File: src/rtl/regfile_write_arbiter.sv
// Round-robin arbiter sharing the register-file write port among NUM_REQ writeback units, with bounded lock.
// Latency: 1 cycle from a granted request to write/writeReg/writeData. Backpressure: req_ready only; the output stage always accepts.
// Optional macro REGFILE_ARB_ZERO_PROTECT_EN: transfers to register 0 are accepted but never written.
module regfile_write_arbiter #(
  parameter int NUM_REQ  = 3,
  parameter int MAX_LOCK = 4
) (
  input  logic                    clock,
  input  logic                    resetn,
  input  logic [NUM_REQ-1:0]      req_valid,
  input  logic [NUM_REQ-1:0]      req_lock,
  input  logic [5*NUM_REQ-1:0]    req_reg,
  input  logic [32*NUM_REQ-1:0]   req_data,
  output logic [NUM_REQ-1:0]      req_ready,
  output logic [4:0]              writeReg,
  output logic [31:0]             writeData,
  output logic                    write,
  output logic [2:0]              grant_id,
  output logic [31:0]             busy_mask
);

  localparam int CW = $clog2(MAX_LOCK + 1);

  typedef enum logic {ST_ARB, ST_LOCKED} state_t;

  state_t          r_state;
  logic [2:0]      r_last;
  logic [2:0]      r_owner;
  logic [CW-1:0]   r_lock_cnt;

  logic            w_win_vld;
  logic [2:0]      w_win;
  logic [2:0]      w_sel;
  logic            w_xfer;
  logic            w_sel_lock;
  logic [4:0]      w_sel_reg;
  logic [31:0]     w_sel_data;
  logic            w_cnt_last;

  // First valid requester after last_grant, wrapping.
  always_comb begin
    w_win     = '0;
    w_win_vld = 1'b0;
    for (int k = 1; k <= NUM_REQ; k++) begin
      for (int i = 0; i < NUM_REQ; i++) begin
        if (!w_win_vld && req_valid[i] && (((int'(r_last) + k) % NUM_REQ) == i)) begin
          w_win_vld = 1'b1;
          w_win     = 3'(i);
        end
      end
    end
  end

  assign w_sel = (r_state == ST_ARB) ? w_win : r_owner;

  always_comb begin
    req_ready = '0;
    if (resetn) begin
      for (int i = 0; i < NUM_REQ; i++) begin
        if (r_state == ST_ARB)
          req_ready[i] = w_win_vld && (w_win == 3'(i));
        else
          req_ready[i] = req_valid[i] && (r_owner == 3'(i));
      end
    end
  end

  assign w_xfer = |(req_valid & req_ready);

  always_comb begin
    w_sel_lock = 1'b0;
    w_sel_reg  = '0;
    w_sel_data = '0;
    for (int i = 0; i < NUM_REQ; i++) begin
      if (w_sel == 3'(i)) begin
        w_sel_lock = req_lock[i];
        w_sel_reg  = req_reg[5*i +: 5];
        w_sel_data = req_data[32*i +: 32];
      end
    end
  end

  assign w_cnt_last = (int'(r_lock_cnt) + 1) >= MAX_LOCK;

  always_ff @(posedge clock) begin
    if (!resetn) begin
      write      <= 1'b0;
      writeReg   <= '0;
      writeData  <= '0;
      grant_id   <= '0;
      r_state    <= ST_ARB;
      r_last     <= 3'(NUM_REQ - 1);
      r_owner    <= '0;
      r_lock_cnt <= '0;
    end else begin
`ifdef REGFILE_ARB_ZERO_PROTECT_EN
      write <= w_xfer && (w_sel_reg != 5'd0);
`else
      write <= w_xfer;
`endif
      if (w_xfer) begin
        writeReg  <= w_sel_reg;
        writeData <= w_sel_data;
        grant_id  <= w_sel;
      end
      case (r_state)
        ST_ARB: begin
          if (w_xfer) begin
            r_last <= w_win;
            if (w_sel_lock && (MAX_LOCK > 1)) begin
              r_state    <= ST_LOCKED;
              r_owner    <= w_win;
              r_lock_cnt <= CW'(1);
            end
          end
        end
        default: begin
          // Owner keeps lowest priority once it gives up the port.
          r_last <= r_owner;
          if (w_xfer) begin
            r_lock_cnt <= r_lock_cnt + 1'b1;
            if (!w_sel_lock || w_cnt_last) begin
              r_state    <= ST_ARB;
              r_lock_cnt <= '0;
            end
          end else begin
            r_state    <= ST_ARB;
            r_lock_cnt <= '0;
          end
        end
      endcase
    end
  end

  always_comb begin
    busy_mask = '0;
    if (write)
      busy_mask[writeReg] = 1'b1;
  end

endmodule

File: config.mk
export PLATFORM = sky130hd
export DESIGN_NAME = regfile_write_arbiter
export DESIGN_NICKNAME = d
export VERILOG_FILES = /design/src/rtl/regfile_write_arbiter.sv
export SDC_FILE = /design/constraint.sdc
export NUM_CORES = 1
export LEC_CHECK = 0
export ABC_AREA = 0
export BUFFER_PORTS_ARGS = -buffer_cell sky130_fd_sc_hd__clkbuf_2
export CAP_MARGIN = 20
export CORE_MARGIN = 2
export CORE_UTILIZATION = 35
export CTS_CLUSTER_DIAMETER = 200
export CTS_CLUSTER_SIZE = 12
export DETAILED_ROUTE_END_ITERATION = 10
export PLACE_DENSITY = 0.68
export SLEW_MARGIN = 20
export SYNTH_ARGS = -nofsm -noshare
export SYNTH_HDL_FRONTEND = slang
export SYNTH_SLANG_ARGS = --single-unit
File: constraint.sdc
create_clock -name clock -period 3.3 [get_ports clock]
set_clock_uncertainty 0.1 [all_clocks]
set_input_delay 0.66 -clock clock [delete_from_list [all_inputs] [get_ports clock]]
set_output_delay 0.66 -clock clock [all_outputs]
set_load 0.05 [all_outputs]
### After elaboration in Yosys (flattened, before gate mapping)

Index checks and enable logic that the tools add are counted.

* bits in registers: 51
* output and inout bits: 76
* memories kept: 0
* RAM bits: 0
* word-level logic and storage cells: 124
* ROM bits: 0
* bits in latches: 0

* mux-type cells: 46
* $add $sub $neg: 5
* div/mod/pow operators: 3
* multipliers: 0
* bitwise operators: 2
* reductions and logical operators: 45
* $lt $le $gt $ge: 3
* eq/ne operators: 12
* shift operators: 0

Operator list (count)
* $mux W32: 4
* $eq A32 B2 Y1 const B: 3
* $eq A32 B3 Y1 const B: 3
* $logic_not A32 Y1: 3
* $mod A32 B3 Y32 const B: 3
* $mux W3: 15
* $logic_and A1 B1 Y1: 24
* $mux W1: 22
* $mux W5: 3
* $eq A3 B1 Y1 const B: 3
* $eq A3 B2 Y1 const B: 3
* $logic_not A1 Y1: 9
* $logic_not A3 Y1: 3
* $add A3 B1 Y4 const B: 2
* $add A3 B2 Y4 const B: 2
* $lt A5 B6 Y1 const B: 1
* $demux W1 S5: 1
* $ge A5 B1 Y1 const B: 1
* $ge A4 B3 Y1 const B: 1
* $reduce_bool A2 Y1: 2
* $add A3 B1 Y3 const B: 1
* $and A3 B3 Y3: 1
* $reduce_and A3 Y1: 1
* $reduce_or A3 Y1: 1
* other kinds (4): 4

### Logic depth before layout (Yosys ltp)

Gate-level depths: netlist of run 1.

* word-level depth: 47
* mapped depth: 10

### Worst setup path after synthesis of run 1

OpenSTA, ideal clock, no wires.

* path kind: reg-to-output
* from: reg writeReg[2]
* to: out busy_mask[4]
* stages on the path, launching flop included: 4
* path slack: 495 ps
* arrival: 2045 ps
* buffers on the path: 1
* cell sequence: dfxtp_1 > clkbuf_1 > or3b_2 > nor2_1

* longest elaborated chain between the ends: 5
* elaborated cells on any way between the ends: 6
* classes of those cells: order compare: 2; mux: 3; reduce/logical: 1

RTL lines
* start, declared: RTL line 15 `output logic [4:0] writeReg,`
* start signal, assigned: RTL line 102 `writeReg <= w_sel_reg;`
* $lt A5 B6 Y1 (implied by the code) or $ge A5 B1 Y1 (tied branches): RTL line 138 `busy_mask[writeReg] = 1'b1;`
* $logic_and A1 B1 Y1 (implied by the code): RTL line 138
* $mux W1 (implied by the code): RTL line 138
* $demux W1 S5 *: RTL line 138
* $mux W32 *: RTL line 137 `if (write)`
* end, declared: RTL line 19 `output logic [31:0] busy_mask`

Mark *: on every way between the ends. The rest lies on a longest branch, timed or not.

### Worst setup path in the final report of run 1

* from: reg r_last[1]
* to: out req_ready[0]

* longest elaborated chain between the ends: 41
* elaborated cells on any way between the ends: 61
* classes of those cells: add/sub: 3; div: 3; eq/ne: 6; mux: 19; reduce/logical: 30

RTL lines
* start, declared: RTL line 27 `logic [2:0] r_last;`
* start signal, assigned: RTL line 92 `r_last <= 3'(NUM_REQ - 1);`
* start signal, assigned: RTL line 109 `r_last <= w_win;`
* start signal, assigned: RTL line 119 `r_last <= r_owner;`
* $add A3 B1 Y4: RTL line 46 `if (!w_win_vld && req_valid[i] && (((int'(r_last) + k) % NUM_REQ) == i)) begin`
* $mod A32 B3 Y32: RTL line 46
* $logic_not A32 Y1: RTL line 46
* $logic_and A1 B1 Y1: RTL line 46
* $mux W1: RTL line 46
* $logic_not A1 Y1: RTL line 46
* $logic_and A1 B1 Y1 (2 in series): RTL line 46
* $mux W1: RTL line 46
* (+23 left out)
* $mux W1: RTL line 46
* $logic_not A1 Y1: RTL line 46
* $logic_and A1 B1 Y1 (2 in series): RTL line 46
* $mux W3: RTL line 46
* $logic_not A3 Y1: RTL line 61 `req_ready[i] = w_win_vld && (w_win == 3'(i));`
* $logic_and A1 B1 Y1 *: RTL line 61
* $mux W1 *: RTL line 60 `if (r_state == ST_ARB)`
* $mux W3 *: RTL line 58 `if (resetn) begin`
* end, declared: RTL line 14 `output logic [NUM_REQ-1:0] req_ready,`

Marks and branches as above.

==> results of run 1 <==
[worst paths after layout]
check	depth (start not counted)	to	startpoint	slack [ps]
max	7	req_ready[0]	r_last[1]	160
min reg2reg	2	r_lock_cnt[0]	r_lock_cnt[0]	400
max reg2reg	9	r_lock_cnt[1]	r_last[0]	300
min	2	r_lock_cnt[0]	r_lock_cnt[0]	400
[through the flow]
step	area, um^2	worst slack (ps)
2_1_floorplan	3100	495
3_3_place_gp	4110	393
3_5_place_dp	4110	339
4_1_cts	4220	145
5_1_grt	4220	1.93
6_report	4220	161
[cells by family (layout without fill, tap and decap cells)]
| kind of cell | after synthesis | after routing | share of synthesized area |
|---|---|---|---|
| AOI/OAI and AO/OA | 171 | 171 | 0.342 |
| adders and majority gates | 3 | 3 | 0.0121 |
| muxes | 2 | 2 | 0.00646 |
| buffers and inverters | 52 | 218 | 0.0703 |
| other | 1 | 1 | 0.00121 |
| DFF | 48 | 48 | 0.310 |
| and+or+nand+nor | 159 | 159 | 0.258 |
[cell type report]
| type | count | area [um^2] |
|---|---|---|
| repair buffers | 201 | 1040 |
| inverters | 9 | 33.8 |
| flip-flops and latches | 48 | 961 |
| well taps | 108 | 135 |
| clock inverters | 3 | 42.5 |
| fillers | 906 | 4410 |
| clock buffers | 5 | 68.8 |
| multi-input cells | 336 | 1940 |
[power groups by stage]
| stage | logic (mW) | registers (mW) | clock network, mW |
|---|---|---|---|
| floorplan | 1.38 | 1.57 | 0 |
| global placement | 2.47 | 0.984 | 0 |
| detailed placement | 2.51 | 0.990 | 0 |
| CTS | 2.51 | 0.980 | 0.436 |
| global route | 2.73 | 1.01 | 0.458 |
| finish | 2.50 | 0.981 | 0.422 |
[per-layer routing]
metal	share of wire	vias up	GRT usage
met1	0.42	1632	0.233
met3	0.085	8	0.0379
met2	0.49	162	0.349
li1	-	1884	-
met5	0	-	0
met4	0.011	0	0.0427
[critical path, delay by kind of cell, from the launching register on]
family | cells | cell delay [ps]
buf+inv | 2 | 320
compound gates | 2 | 750
simple gates | 2 | 400
fa+ha+maj | 1 | 220
flops | 1 | 370
[state kept, by name, indices dropped and copies added, names as in the netlist]
| signal | count |
|---|---|
| writeReg | 5 |
| r_owner | 2 |
| writeData | 32 |
| grant_id | 2 |
| r_lock_cnt | 3 |
| r_state | 1 |
| r_last | 2 |
| write | 1 |
[cells in the mapped netlist (2+ instances only)]
cell,number
a21boi_0,35
a21boi_1,3
a21oi_1,3
a31oi_1,38
and2_1,3
and3_1,40
buf_1,2
buf_2,3
buf_6,2
clkbuf_1,35
dfxtp_1,48
ha_1,3
inv_1,9
mux2i_1,2
nand2_1,49
nand3_1,3
nand3b_1,5
nor2_1,40
nor2b_1,4
nor3_1,3
o21a_1,3
o21ai_0,73
o21ai_1,3
o31a_1,2
or3b_2,2
==> impl_metrics.ini, run 1 <==
[synthesis]
yosysWarnings = 0
netlist_area_um2 = 3100
synth_seq_area_share = 0.310
synth_area_leaders = dfxtp_1 (31%), o21ai_0 (12%), a21boi_0 (8.5%)
synthArstFlopShare = 0
synth-seq-cells = 48
ys.flop_type = dfxtp_1
syn-num-nets = 558
synth_edf_count = 0
yosysUniqueCellTypes = 48
synth_top_area_frac = 0.310
syn_inst = 436
syn_avg_cell_area_um2 = 7.11
synth_top_cell_by_area = dfxtp_1

[cts]
root_buffer = clkbuf_8
cts_tree = built
cts.sinks = 48
h-tree-depth = 2
cts_buffers = 5
clk_latency_ps = 300
cts_resized = 0
clock_path_buffers = 2
holdBufCountCts = 0
clk_pin_slew_ps = 90
cts_setup_buffers = 0

[grt]
grt_pass1_vias = 3393
grt.overflow.total = 0
grt_max_degree = 83
antenna_found_initial = 0
grt_first_pass_wirelength_mm = 15.6
grt_usage = 0.192

[timing]
holdWs_ps = 403
worst_slew_pin_slew_ps = 547
rsz0062_at_grt = false
setup-violations-final = 0
max_slew_margin = 0.636
timing.fmax_ghz = 0.319
fin_crit_sh = 0.951
finalHoldViolations = 0
fin_crit_ps = 3140
drv_slew = 0
setup_tns_ps = 0

[run_status]
outcome = complete, no violations

[power_and_ir_drop]
combPwrFrac = 0.640
p_sw_mw = 2.13
max-vdd-ir-drop_mv = 0.518
p_total_mw = 3.90
power_density_nw_per_um2 = 924
netSwitchingFraction = 0.545
p_int_mw = 1.77
p_leak_nw = 2.03
power_frac_clock = 0.108
seqPwrFrac = 0.252

[routing]
drt-total-wl_mm = 9.53
ant_nets = 0
wl_per_cell_um = 13.4
drtIter0Drc = 130
num_vias = 3686
first_pass_iters = 7
viasPerCell = 5.19
drc = 0

[worst_setup_path]
path_max_fanout = 35
worstPathRequired_ps = 2540
startpoint_type = register
crit_slowest_cell = a211o_2
arrival_ps = 2380
cp_cell_sequence = inv_1, ha_1, nor2b_1, o21bai_1, a211o_2, and3_1, clkbuf_2
end_kind = output pin
criticalPathCategory = register to output pin
critPathMaxStageDelay_ps = 490

[placed_design]
dp.final_hpwl_mm = 7.36
place.port_buffers = 193
gp_congestion = 0.822
dp.cells = 702

[floorplan]
die_w_um = 98.1
ios = 195
rows = 34
start_util = 0.359
dieArea_um2 = 9620
die_h_um = 98.1
core_um2 = 8640

[final_layout]
num-nets-final = 723
areaGrowthSynthToFinish_pct = 36.3
fin_cells = 710
final_util = 0.489
final_layout_size_suffix_gt1_frac = 0.364
final_cell_mix = clkbuf_2 (193), o21ai_0 (73), nand2_1 (48), dfxtp_1 (48)
final_common_cell = clkbuf_2
diodes = 0

[job]
maxCapViolCount = 0

[min_path]
hold_class = register to register
(Power assumes the default switching activity.)
==> run 2, diff against run 1 <==
--- a/config.mk
+++ b/config.mk
@@ -5,7 +5,7 @@
 export SDC_FILE = /design/constraint.sdc
 export NUM_CORES = 1
 export LEC_CHECK = 0
-export ABC_AREA = 0
+export ABC_AREA = 1
 export BUFFER_PORTS_ARGS = -buffer_cell sky130_fd_sc_hd__clkbuf_2
 export CAP_MARGIN = 20
 export CORE_MARGIN = 2
@@ -13,7 +13,7 @@
 export CTS_CLUSTER_DIAMETER = 200
 export CTS_CLUSTER_SIZE = 12
 export DETAILED_ROUTE_END_ITERATION = 10
-export PLACE_DENSITY = 0.68
+export PLACE_DENSITY = 0.67
 export SLEW_MARGIN = 20
 export SYNTH_ARGS = -nofsm -noshare
 export SYNTH_HDL_FRONTEND = slang
==> impl_metrics.ini, run 2 <==
[min_path]
min_delay_worst_endpoint = writeData[15]
hold_depth = 2
min_from = writeData[15]
hold_class = register to register

[power_and_ir_drop]
max-vdd-ir-drop_mv = 0.716
p_sw_mw = 2.84
power_frac_clock = 0.077
p_total_mw = 4.77
p_int_mw = 1.93
power_density_nw_per_um2 = 1130
seqPwrFrac = 0.206
combPwrFrac = 0.717
p_leak_nw = 2.25
netSwitchingFraction = 0.595

[routing]
drt-total-wl_mm = 9.53
num_vias = 3598
viasPerCell = 4.94
drtIter0Drc = 93
first_pass_iters = 6
wl_per_cell_um = 13.1
ant_nets = 0
drc = 0

[synthesis]
ys_top_cells_by_count = nand2_1 (137), dfxtp_1 (48), nand3_1 (39)
netlist_area_um2 = 3180
synth_top_cell_by_area = dfxtp_1
yosysUniqueCellTypes = 37
synth_edf_count = 0
yosysMostFrequentCell = nand2_1
syn_inst = 438
yosysWarnings = 0
ys.flop_type = dfxtp_1
syn_avg_cell_area_um2 = 7.26
synth_seq_area_share = 0.302
syn-num-nets = 560
synth-seq-cells = 48
synth_area_leaders = dfxtp_1 (30%), nand2_1 (16%), nand3_1 (6.1%)
synthArstFlopShare = 0
synth_top_area_frac = 0.302

[floorplan]
die_h_um = 99.3
start_util = 0.363
ios = 195
dieArea_um2 = 9870
core_um2 = 8760
rows = 34
die_w_um = 99.3

[grt]
grt_max_degree = 38
grt.overflow.total = 0
grt_usage = 0.184
grt_first_pass_wirelength_mm = 15.1
grt_pass1_vias = 3270
antenna_found_initial = 0

[timing]
fin_crit_sh = 0.885
setup_tns_ps = 0
timing.fmax_ghz = 0.342
finalHoldViolations = 0
worst_slew_pin_slew_ps = 600
setup-violations-final = 0
drv_slew = 0
max_slew_margin = 0.600
fin_crit_ps = 2920
rsz0062_at_grt = false

[cts]
cts_setup_buffers = 0
clock_path_buffers = 2
cts_buffers = 5
clk_pin_slew_ps = 90
clk_latency_ps = 290
root_buffer = clkbuf_8
holdBufCountCts = 0
cts.sinks = 48
h-tree-depth = 2
cts_resized = 0
cts_tree = built

[final_layout]
num-nets-final = 742
fin_cells = 729
diodes = 0
areaGrowthSynthToFinish_pct = 32.4
reg_top3 = writeData: 32 flops, writeReg: 5 flops, r_lock_cnt: 3 flops
final_layout_size_suffix_gt1_frac = 0.440
largest_reg_flops = 32
final_common_cell = clkbuf_2
final_cell_mix = clkbuf_2 (193), nand2_1 (137), dfxtp_1 (48), nand3_1 (39), nor2_1 (38)
top_register = writeData

[placed_design]
dp.cells = 721
dp.final_hpwl_mm = 7.55
place.port_buffers = 193
gp_congestion = 0.878

[worst_setup_path]
r2r_setup_slack_ps = 470
critPathLaunch = r_last[0]
timing.rr.start = r_last[0]
end_kind = output pin
startpoint_type = register
r2r-end = writeReg[0]
criticalPathCategory = register to output pin
path_max_fanout = 4
worstPathRequired_ps = 2540
rr_worst_depth = 13
arrival_ps = 2160

[run_status]
outcome = complete, no violations

[job]
maxCapViolCount = 0
-- run 2: cell types whose count changed in the layout (fill, tap and decap cells not counted), sizes merged, moves of 38 or more --
cell    change
a21boi     -38
a31oi      -38
and3       -40
nand2     +118
nand3      +54
o21ai      -56
-- run 2: per-layer routing --
metal | up-vias | routed length, um | track usage
met5 | - | 0 | 0
li1 | 1816 | - | -
met2 | 148 | 4970 | 0.348
met3 | 8 | 671 | 0.0358
met4 | 0 | 80 | 0.0453
met1 | 1626 | 3810 | 0.211
-- run 2: power by group through the flow --
stage / registers, mW / clock network (mW) / logic, mW
floorplan: 1.65 / 0 / 2.24
global placement: 0.996 / 0 / 3.40
detailed placement: 0.997 / 0 / 3.45
CTS: 0.985 / 0.376 / 3.46
global route: 1.02 / 0.401 / 3.73
finish: 0.985 / 0.366 / 3.42
-- run 2: worst max path at each step --
stage / end / slack, ps / cells after the start
after global routing: writeReg[3] / 180 / 15
after global placement: r_owner[0] / 470 / 11
final: req_ready[2] / 380 / 12
after detailed placement: writeReg[4] / 400 / 12
after floorplan: busy_mask[11] / 850 / 2
after CTS: req_ready[2] / 400 / 12
-- run 2: area by class of cell --
class                           instances  area (um^2)
Sequential cell                        48          961
Inverter                               28          118
Clock inverter                          1         7.51
Clock buffer                            7         86.3
Multi-Input combinational cell        342         1920
Timing Repair Buffer                  195          981
Tap cell                              108          135
Fill cell                             876         4550
-- run 2: cell families (layout without fill, tap and decap cells) --
logic type | count (synthesis) | after routing | share of synthesized area
and+or+nand+nor | 275 | 275 | 0.436
DFF | 48 | 48 | 0.302
other | 1 | 1 | 0.00118
buffers and inverters | 48 | 231 | 0.0932
AOI/OAI and AO/OA | 63 | 63 | 0.155
adders and majority gates | 3 | 3 | 0.0118
-- run 2: through the flow --
| step | cell area, um^2 | util | worst slack [ps] | hold WS (ps) |
|---|---|---|---|---|
| floorplan | 3180 | - | 848 | 350 |
| global placement | 4120 | 0.470 | 467 | 343 |
| detailed placement | 4120 | 0.470 | 396 | 341 |
| CTS | 4210 | 0.481 | 395 | 356 |
| global route | 4210 | 0.481 | 182 | 373 |
| finish | 4210 | 0.481 | 380 | 354 |
-- run 2: critical path: stages (launching register included) --
cell and delay (ps):
dfxtp_1 360, inv_1 50, ha_1 330, nand2_1 150
nand2_1 70, nor2_1 80, nand3_1 90, nor2_2 100
nand3_2 90, nand3_1 100, nand2_2 100, inv_1 80
clkbuf_2 270
